### src/rtl/abcd_seq_pkg.sv
// Shared types and widths for the a/b/c/d vector sequencer.
//   seq_state_t : sequencer FSM states
//   VEC_W       : width of the stimulus vector index
//   CNT_W       : width of the e/f ones counters (16 samples max)
//   HOLD_W      : width of the hold-window counter (HOLD_CYCLES <= 255)
package abcd_seq_pkg;

  typedef enum logic [1:0] {IDLE, RUN, PAUSE, DONE} seq_state_t;

  localparam int unsigned VEC_W  = 4;
  localparam int unsigned CNT_W  = 5;
  localparam int unsigned HOLD_W = 8;

endpackage

### src/rtl/abcd_vector_sequencer_hold_timer.sv
// Hold-window timer: counts enabled cycles within one vector's hold window.
// Ports:
//   clk  : rising-edge clock
//   rst  : synchronous active-high reset
//   clr  : clear the count (new sweep)
//   en   : advance the count; wraps to 0 after the last cycle of the window
//   last : high while the count equals HOLD_CYCLES-1
module hold_timer
  import abcd_seq_pkg::*;
#(
  parameter int unsigned HOLD_CYCLES = 10
) (
  input  logic clk,
  input  logic rst,
  input  logic clr,
  input  logic en,
  output logic last
);

  logic [HOLD_W-1:0] cnt_q;
  logic [HOLD_W-1:0] cnt_d;

  assign last = (cnt_q == HOLD_W'(HOLD_CYCLES - 1));

  // Next count: clear wins, otherwise advance and wrap at the window end
  always_comb begin
    cnt_d = cnt_q;
    if (clr) begin
      cnt_d = '0;
    end else if (en) begin
      cnt_d = last ? '0 : cnt_q + HOLD_W'(1);
    end
  end

  always_ff @(posedge clk) begin
    if (rst) begin
      cnt_q <= '0;
    end else begin
      cnt_q <= cnt_d;
    end
  end

endmodule

### src/rtl/abcd_vector_sequencer.sv
// Clocked stimulus sweep for a 4-input circuit: steps vec_idx from START_VEC
// to LAST_VEC (wrapping through 15 -> 0), holds each vector HOLD_CYCLES
// unpaused cycles, and counts ones on e_in/f_in at the end of every window.
// Ports:
//   clk, rst      : clock, synchronous active-high reset
//   start         : one-cycle sweep request (ignored while busy)
//   pause         : freezes the sweep while high (RUN/PAUSE only)
//   e_in, f_in    : responses from the downstream circuit
//   a, b, c, d    : stimulus, {a,b,c,d} = vec_idx while a vector is applied
//   vec_valid     : a vector is being applied (RUN or PAUSE)
//   vec_idx       : current vector index
//   busy          : RUN or PAUSE
//   done          : sweep finished; held until next start or reset
//   e_ones/f_ones : ones counted during the current or last sweep
module abcd_vector_sequencer
  import abcd_seq_pkg::*;
#(
  parameter int unsigned      HOLD_CYCLES = 10,
  parameter logic [VEC_W-1:0] START_VEC   = 4'd0,
  parameter logic [VEC_W-1:0] LAST_VEC    = 4'd15
) (
  input  logic             clk,
  input  logic             rst,
  input  logic             start,
  input  logic             pause,
  input  logic             e_in,
  input  logic             f_in,
  output logic             a,
  output logic             b,
  output logic             c,
  output logic             d,
  output logic             vec_valid,
  output logic [VEC_W-1:0] vec_idx,
  output logic             busy,
  output logic             done,
  output logic [CNT_W-1:0] e_ones,
  output logic [CNT_W-1:0] f_ones
);

  seq_state_t       state_q, state_d;
  logic [VEC_W-1:0] vec_idx_q, vec_idx_d;
  logic [VEC_W-1:0] abcd_q, abcd_d;
  logic [CNT_W-1:0] e_ones_q, e_ones_d;
  logic [CNT_W-1:0] f_ones_q, f_ones_d;
  logic             busy_q, busy_d;
  logic             valid_q, valid_d;
  logic             done_q, done_d;

  logic             timer_clr;
  logic             timer_en;
  logic             timer_last;

  hold_timer #(
    .HOLD_CYCLES (HOLD_CYCLES)
  ) u_hold_timer (
    .clk  (clk),
    .rst  (rst),
    .clr  (timer_clr),
    .en   (timer_en),
    .last (timer_last)
  );

  // Next-state, index and counter logic; flag outputs follow the next state
  always_comb begin
    state_d   = state_q;
    vec_idx_d = vec_idx_q;
    e_ones_d  = e_ones_q;
    f_ones_d  = f_ones_q;
    timer_clr = 1'b0;
    timer_en  = 1'b0;

    case (state_q)
      IDLE, DONE: begin
        if (start) begin
          state_d   = RUN;
          vec_idx_d = START_VEC;
          e_ones_d  = '0;
          f_ones_d  = '0;
          timer_clr = 1'b1;
        end
      end
      RUN: begin
        if (pause) begin
          // Freeze takes priority, even on the sampling cycle
          state_d = PAUSE;
        end else begin
          timer_en = 1'b1;
          if (timer_last) begin
            e_ones_d = e_ones_q + CNT_W'(e_in);
            f_ones_d = f_ones_q + CNT_W'(f_in);
            if (vec_idx_q == LAST_VEC) begin
              state_d = DONE;
            end else begin
              vec_idx_d = vec_idx_q + VEC_W'(1);
            end
          end
        end
      end
      PAUSE: begin
        if (!pause) begin
          state_d = RUN;
        end
      end
      default: begin
        state_d = IDLE;
      end
    endcase

    busy_d  = (state_d == RUN) || (state_d == PAUSE);
    valid_d = busy_d;
    done_d  = (state_d == DONE);
    abcd_d  = valid_d ? vec_idx_d : '0;
  end

  always_ff @(posedge clk) begin
    if (rst) begin
      state_q   <= IDLE;
      vec_idx_q <= '0;
      abcd_q    <= '0;
      e_ones_q  <= '0;
      f_ones_q  <= '0;
      busy_q    <= 1'b0;
      valid_q   <= 1'b0;
      done_q    <= 1'b0;
    end else begin
      state_q   <= state_d;
      vec_idx_q <= vec_idx_d;
      abcd_q    <= abcd_d;
      e_ones_q  <= e_ones_d;
      f_ones_q  <= f_ones_d;
      busy_q    <= busy_d;
      valid_q   <= valid_d;
      done_q    <= done_d;
    end
  end

  assign a         = abcd_q[3];
  assign b         = abcd_q[2];
  assign c         = abcd_q[1];
  assign d         = abcd_q[0];
  assign vec_valid = valid_q;
  assign vec_idx   = vec_idx_q;
  assign busy      = busy_q;
  assign done      = done_q;
  assign e_ones    = e_ones_q;
  assign f_ones    = f_ones_q;

endmodule

### config.mk
export PLATFORM = sky130hd
export DESIGN_NAME = abcd_vector_sequencer
export DESIGN_NICKNAME = d
export VERILOG_FILES = /design/src/rtl/abcd_seq_pkg.sv /design/src/rtl/abcd_vector_sequencer_hold_timer.sv /design/src/rtl/abcd_vector_sequencer.sv
export SDC_FILE = /design/constraint.sdc
export NUM_CORES = 1
export LEC_CHECK = 0
export ABC_AREA = 1
export BUFFER_PORTS_ARGS = -buffer_cell sky130_fd_sc_hd__buf_2
export CAP_MARGIN = 40
export CORE_ASPECT_RATIO = 2
export CORE_MARGIN = 2
export CORE_UTILIZATION = 50
export CTS_CLUSTER_DIAMETER = 50
export CTS_CLUSTER_SIZE = 8
export DETAILED_ROUTE_END_ITERATION = 8
export PLACE_DENSITY = 0.72
export SETUP_SLACK_MARGIN = 0.4
export SYNTH_ARGS = -nofsm -noshare
export SYNTH_HDL_FRONTEND = slang
export SYNTH_SLANG_ARGS = --single-unit
### constraint.sdc
create_clock -name clk -period 4.03 [get_ports clk]
set_clock_uncertainty 0.1 [all_clocks]
set_input_delay 0.2015 -clock clk [delete_from_list [all_inputs] [get_ports clk]]
set_output_delay 0.2015 -clock clk [all_outputs]
set_load 0.01 [all_outputs]
==> results by group <==
Clock network
  – TritonCTS clock tree: yes
  – Clock sink count: 30
  – Post-CTS Hold Buffers: 0
  – Post-CTS Setup Inserts: 0
  – CTS Buf Count: 5
  – CTS resizes: 0
  – Clk slew on worst S/H paths: 0.06 ns
  – H-Tree Depth: 2
  – Worst-Skew Late Latency: 0.28 ns
  – Clock buffer depth: 2
  – Clock Tree Root: clkbuf_8

GRT
  – Initial antenna violation count: 0
  – All-layer global routing usage: 0.230
  – Grt total ovfl: 0
  – Largest net degree at the start of global routing: 18
  – Vias in the first global route: 1,494
  – First-pass GRT wire length: 6420 um

Setup path
  – Setup slack, reg-to-reg: 1.90 ns
  – Worst EP arrival: 2.24 ns
  – Crit-path max FO: 5
  – R2R depth: 11
  – CP Launch Type: flip-flop
  – Crit end category: flip-flop
  – Critical path class: flip-flop to flip-flop
  – Reg-to-Reg Start: state_q[0]$_SDFF_PP0_
  – WP data required: 4.15 ns
  – R2R Path End: abcd_q[1]$_SDFF_PP0_

Logic synthesis
  – Gate Count Post-Synth: 234
  – Number of synthesized flops with an enable pin: 0
  – Cell area after synthesis: 0.00164 mm2
  – Area contributors post-synth: dfxtp_1 (37%), nand2_1 (14%), ha_1 (7.6%)
  – Top_reg_cell synth: dfxtp_1
  – Syn avg cell area: 7.00 um2
  – Synth Register Bits: 30
  – Synth top area share: 0.367
  – Async S/R FF share, synth: 0
  – Sequential fraction of the synthesis area: 0.367
  – Most common cell in the netlist: nand2_1
  – Post-synth net total: 250
  – Most frequent cells after synthesis: nand2_1 (59), inv_1 (33), dfxtp_1 (30), nor2_1 (25), nand3_1 (19)
  – YS warnings: 0
  – Unique masters post-synth: 24
  – Yosys top cell by area: dfxtp_1

STA
  – Final Hold Fails: 0
  – Post-route clock period utilization: 0.528
  – Setup violators final: 0
  – Post-layout min period: 2.13 ns
  – RSZ-0062 raised after global routing: false
  – Final Max Slew Viols: 0
  – Total Negative Setup Slacks: 0 ns
  – Worst rel slew slack: 0.644
  – Fmax: 0.470 GHz
  – Hold slack: 0.161 ns
  – Worst slew pin tran: 0.529 ns

Placed design
  – Routability cong.: 0.917
  – DP HPWL: 2840 um
  – # port buffers: 26

Floorplan
  – Die area: 0.00378 mm2
  – Core Area: 0.00316 mm2
  – Die Wd: 44.5 um
  – Ports: 27
  – Row cnt: 29
  – Die Y: 84.9 um
  – Starting Density: 0.519

Drt
  – WL/cell: 12.3 um
  – Residual DRC count: 0
  – Routed Antenna Nets: 0
  – Drt pass-1 iters: 6
  – Vias: 1,518
  – WL final: 3620 um
  – Vias per std cell: 5.16
  – Drt initial violations: 17

Finish
  – Final Util: 0.591
  – Inserted Diodes: 0
  – FILL cells: 311
  – Share of cells above drive strength 1: 0.167
  – Area Growth Syn to Fin: 14.0%
  – Final #Nets: 278

Power and ir drop
  – Sw Share: 0.302
  – Sw power: 0.212 mW
  – Sequential Power Share: 0.454
  – Clock share of power: 0.358
  – LEAKAGE: 0.908 nW
  – Peak supply drop: 0.000280 V
  – PD cells: 376 mW/mm2
  – Internal: 0.490 mW
  – Combinational Power Share: 0.187

Hold path
  – Endpoint, Worst Hold: abcd_q[3]$_SDFF_PP0_
  – HP Class: input port to flip-flop
  – Hold Crit Start: pause
  – Worst Hold Depth: 4

Status
  – Status: finished, final reports clean

Run
  – Maxcap violations: 0
## cell families (layout without fill, tap and decap cells)
logic type               after synthesis  in the layout  synth area share
AO/OA/AOI/OAI                         25             25            0.0848
adder cells (fa/ha/maj)               10             10            0.0764
flip-flops                            30             30             0.367
buffers and inverters                 41             70             0.102
AND/OR/NAND/NOR                      121            121             0.333
XOR/XNOR                               7              7            0.0374
## layout by cell type, fill, tap and decap left out, drive strengths merged
| master | n |
|---|---|
| nand2 | 63 |
| inv | 36 |
| dfxtp | 30 |
| buf | 26 |
| nor2 | 26 |
| nand3 | 20 |
| a21oi | 18 |
| ha | 10 |
| xor2 | 7 |
| clkbuf | 7 |
| o21ai | 6 |
| nor3 | 6 |
| nand4 | 5 |
| nor3b | 1 |
| a21o | 1 |
| clkinv | 1 |
## how the worst max path moves through the flow
stage | startpoint | slack, ns | end
floorplan | state_q[0]$_SDFF_PP0_ | 2.18 | abcd_q[1]$_SDFF_PP0_
global placement | state_q[0]$_SDFF_PP0_ | 1.91 | abcd_q[3]$_SDFF_PP0_
detailed placement | state_q[0]$_SDFF_PP0_ | 1.91 | abcd_q[3]$_SDFF_PP0_
CTS | state_q[0]$_SDFF_PP0_ | 1.89 | abcd_q[3]$_SDFF_PP0_
global route | state_q[0]$_SDFF_PP0_ | 1.65 | abcd_q[1]$_SDFF_PP0_
finish | state_q[0]$_SDFF_PP0_ | 1.90 | abcd_q[1]$_SDFF_PP0_
## power groups by stage
| stage | clock network (mW) | logic, mW | registers [mW] |
|---|---|---|---|
| after CTS | 0.259 | 0.133 | 0.319 |
| final | 0.251 | 0.132 | 0.319 |
| after global placement | 0 | 0.132 | 0.325 |
| after detailed placement | 0 | 0.132 | 0.325 |
| after floorplan | 0 | 0.100 | 0.329 |
| after global routing | 0.270 | 0.153 | 0.320 |
## critical path: stages, from the launching register on
cell     delay (ns)
dfxtp_1        0.38
inv_1          0.07
ha_1           0.39
nand2_1        0.15
nand2_1        0.14
nand3_1        0.14
nand2_1        0.08
ha_1           0.28
inv_1          0.05
nor2_1         0.11
inv_1          0.07
a21oi_1        0.11
## layer usage
| layer | up-vias | GRT usage | wire length, um |
|---|---|---|---|
| li1 | 796 | - | - |
| met1 | 683 | 0.225 | 1290 |
| met2 | 29 | 0.402 | 2050 |
| met3 | 10 | 0.0489 | 106 |
| met4 | 0 | 0.154 | 163 |
| met5 | - | 0 | 0 |
## metrics by stage
stage          setup slack, ns  instance area [um2]  power, mW  std cells
5_1_grt                   1.65                 1870      0.743        294
4_1_cts                   1.89                 1870      0.710        294
3_5_place_dp              1.91                 1780      0.457        286
6_report                  1.90                 1870      0.702        294
2_1_floorplan             2.18                 1640      0.429        234
3_3_place_gp              1.91                 1780      0.457        286
## flip-flops by register name, summed over array words and instances, names as in the netlist
register            cells
u_hold_timer.cnt_q      8
e_ones                  5
f_ones                  5
abcd_q                  4
vec_idx                 4
state_q                 2
done                    1
vec_valid               1
## cell type report
type                    instances  area (um2)  share of cell area
clock inverters                 1        5.00             0.00268
well taps                      31        38.8              0.0208
inverters                      36         135              0.0724
multi-input cells             163         871               0.466
flip-flops and latches         30         601               0.322
clock buffers                   7        86.3              0.0462
repair buffers                 26         130              0.0697
No activity file was read; power rests on OpenSTA's default activity.
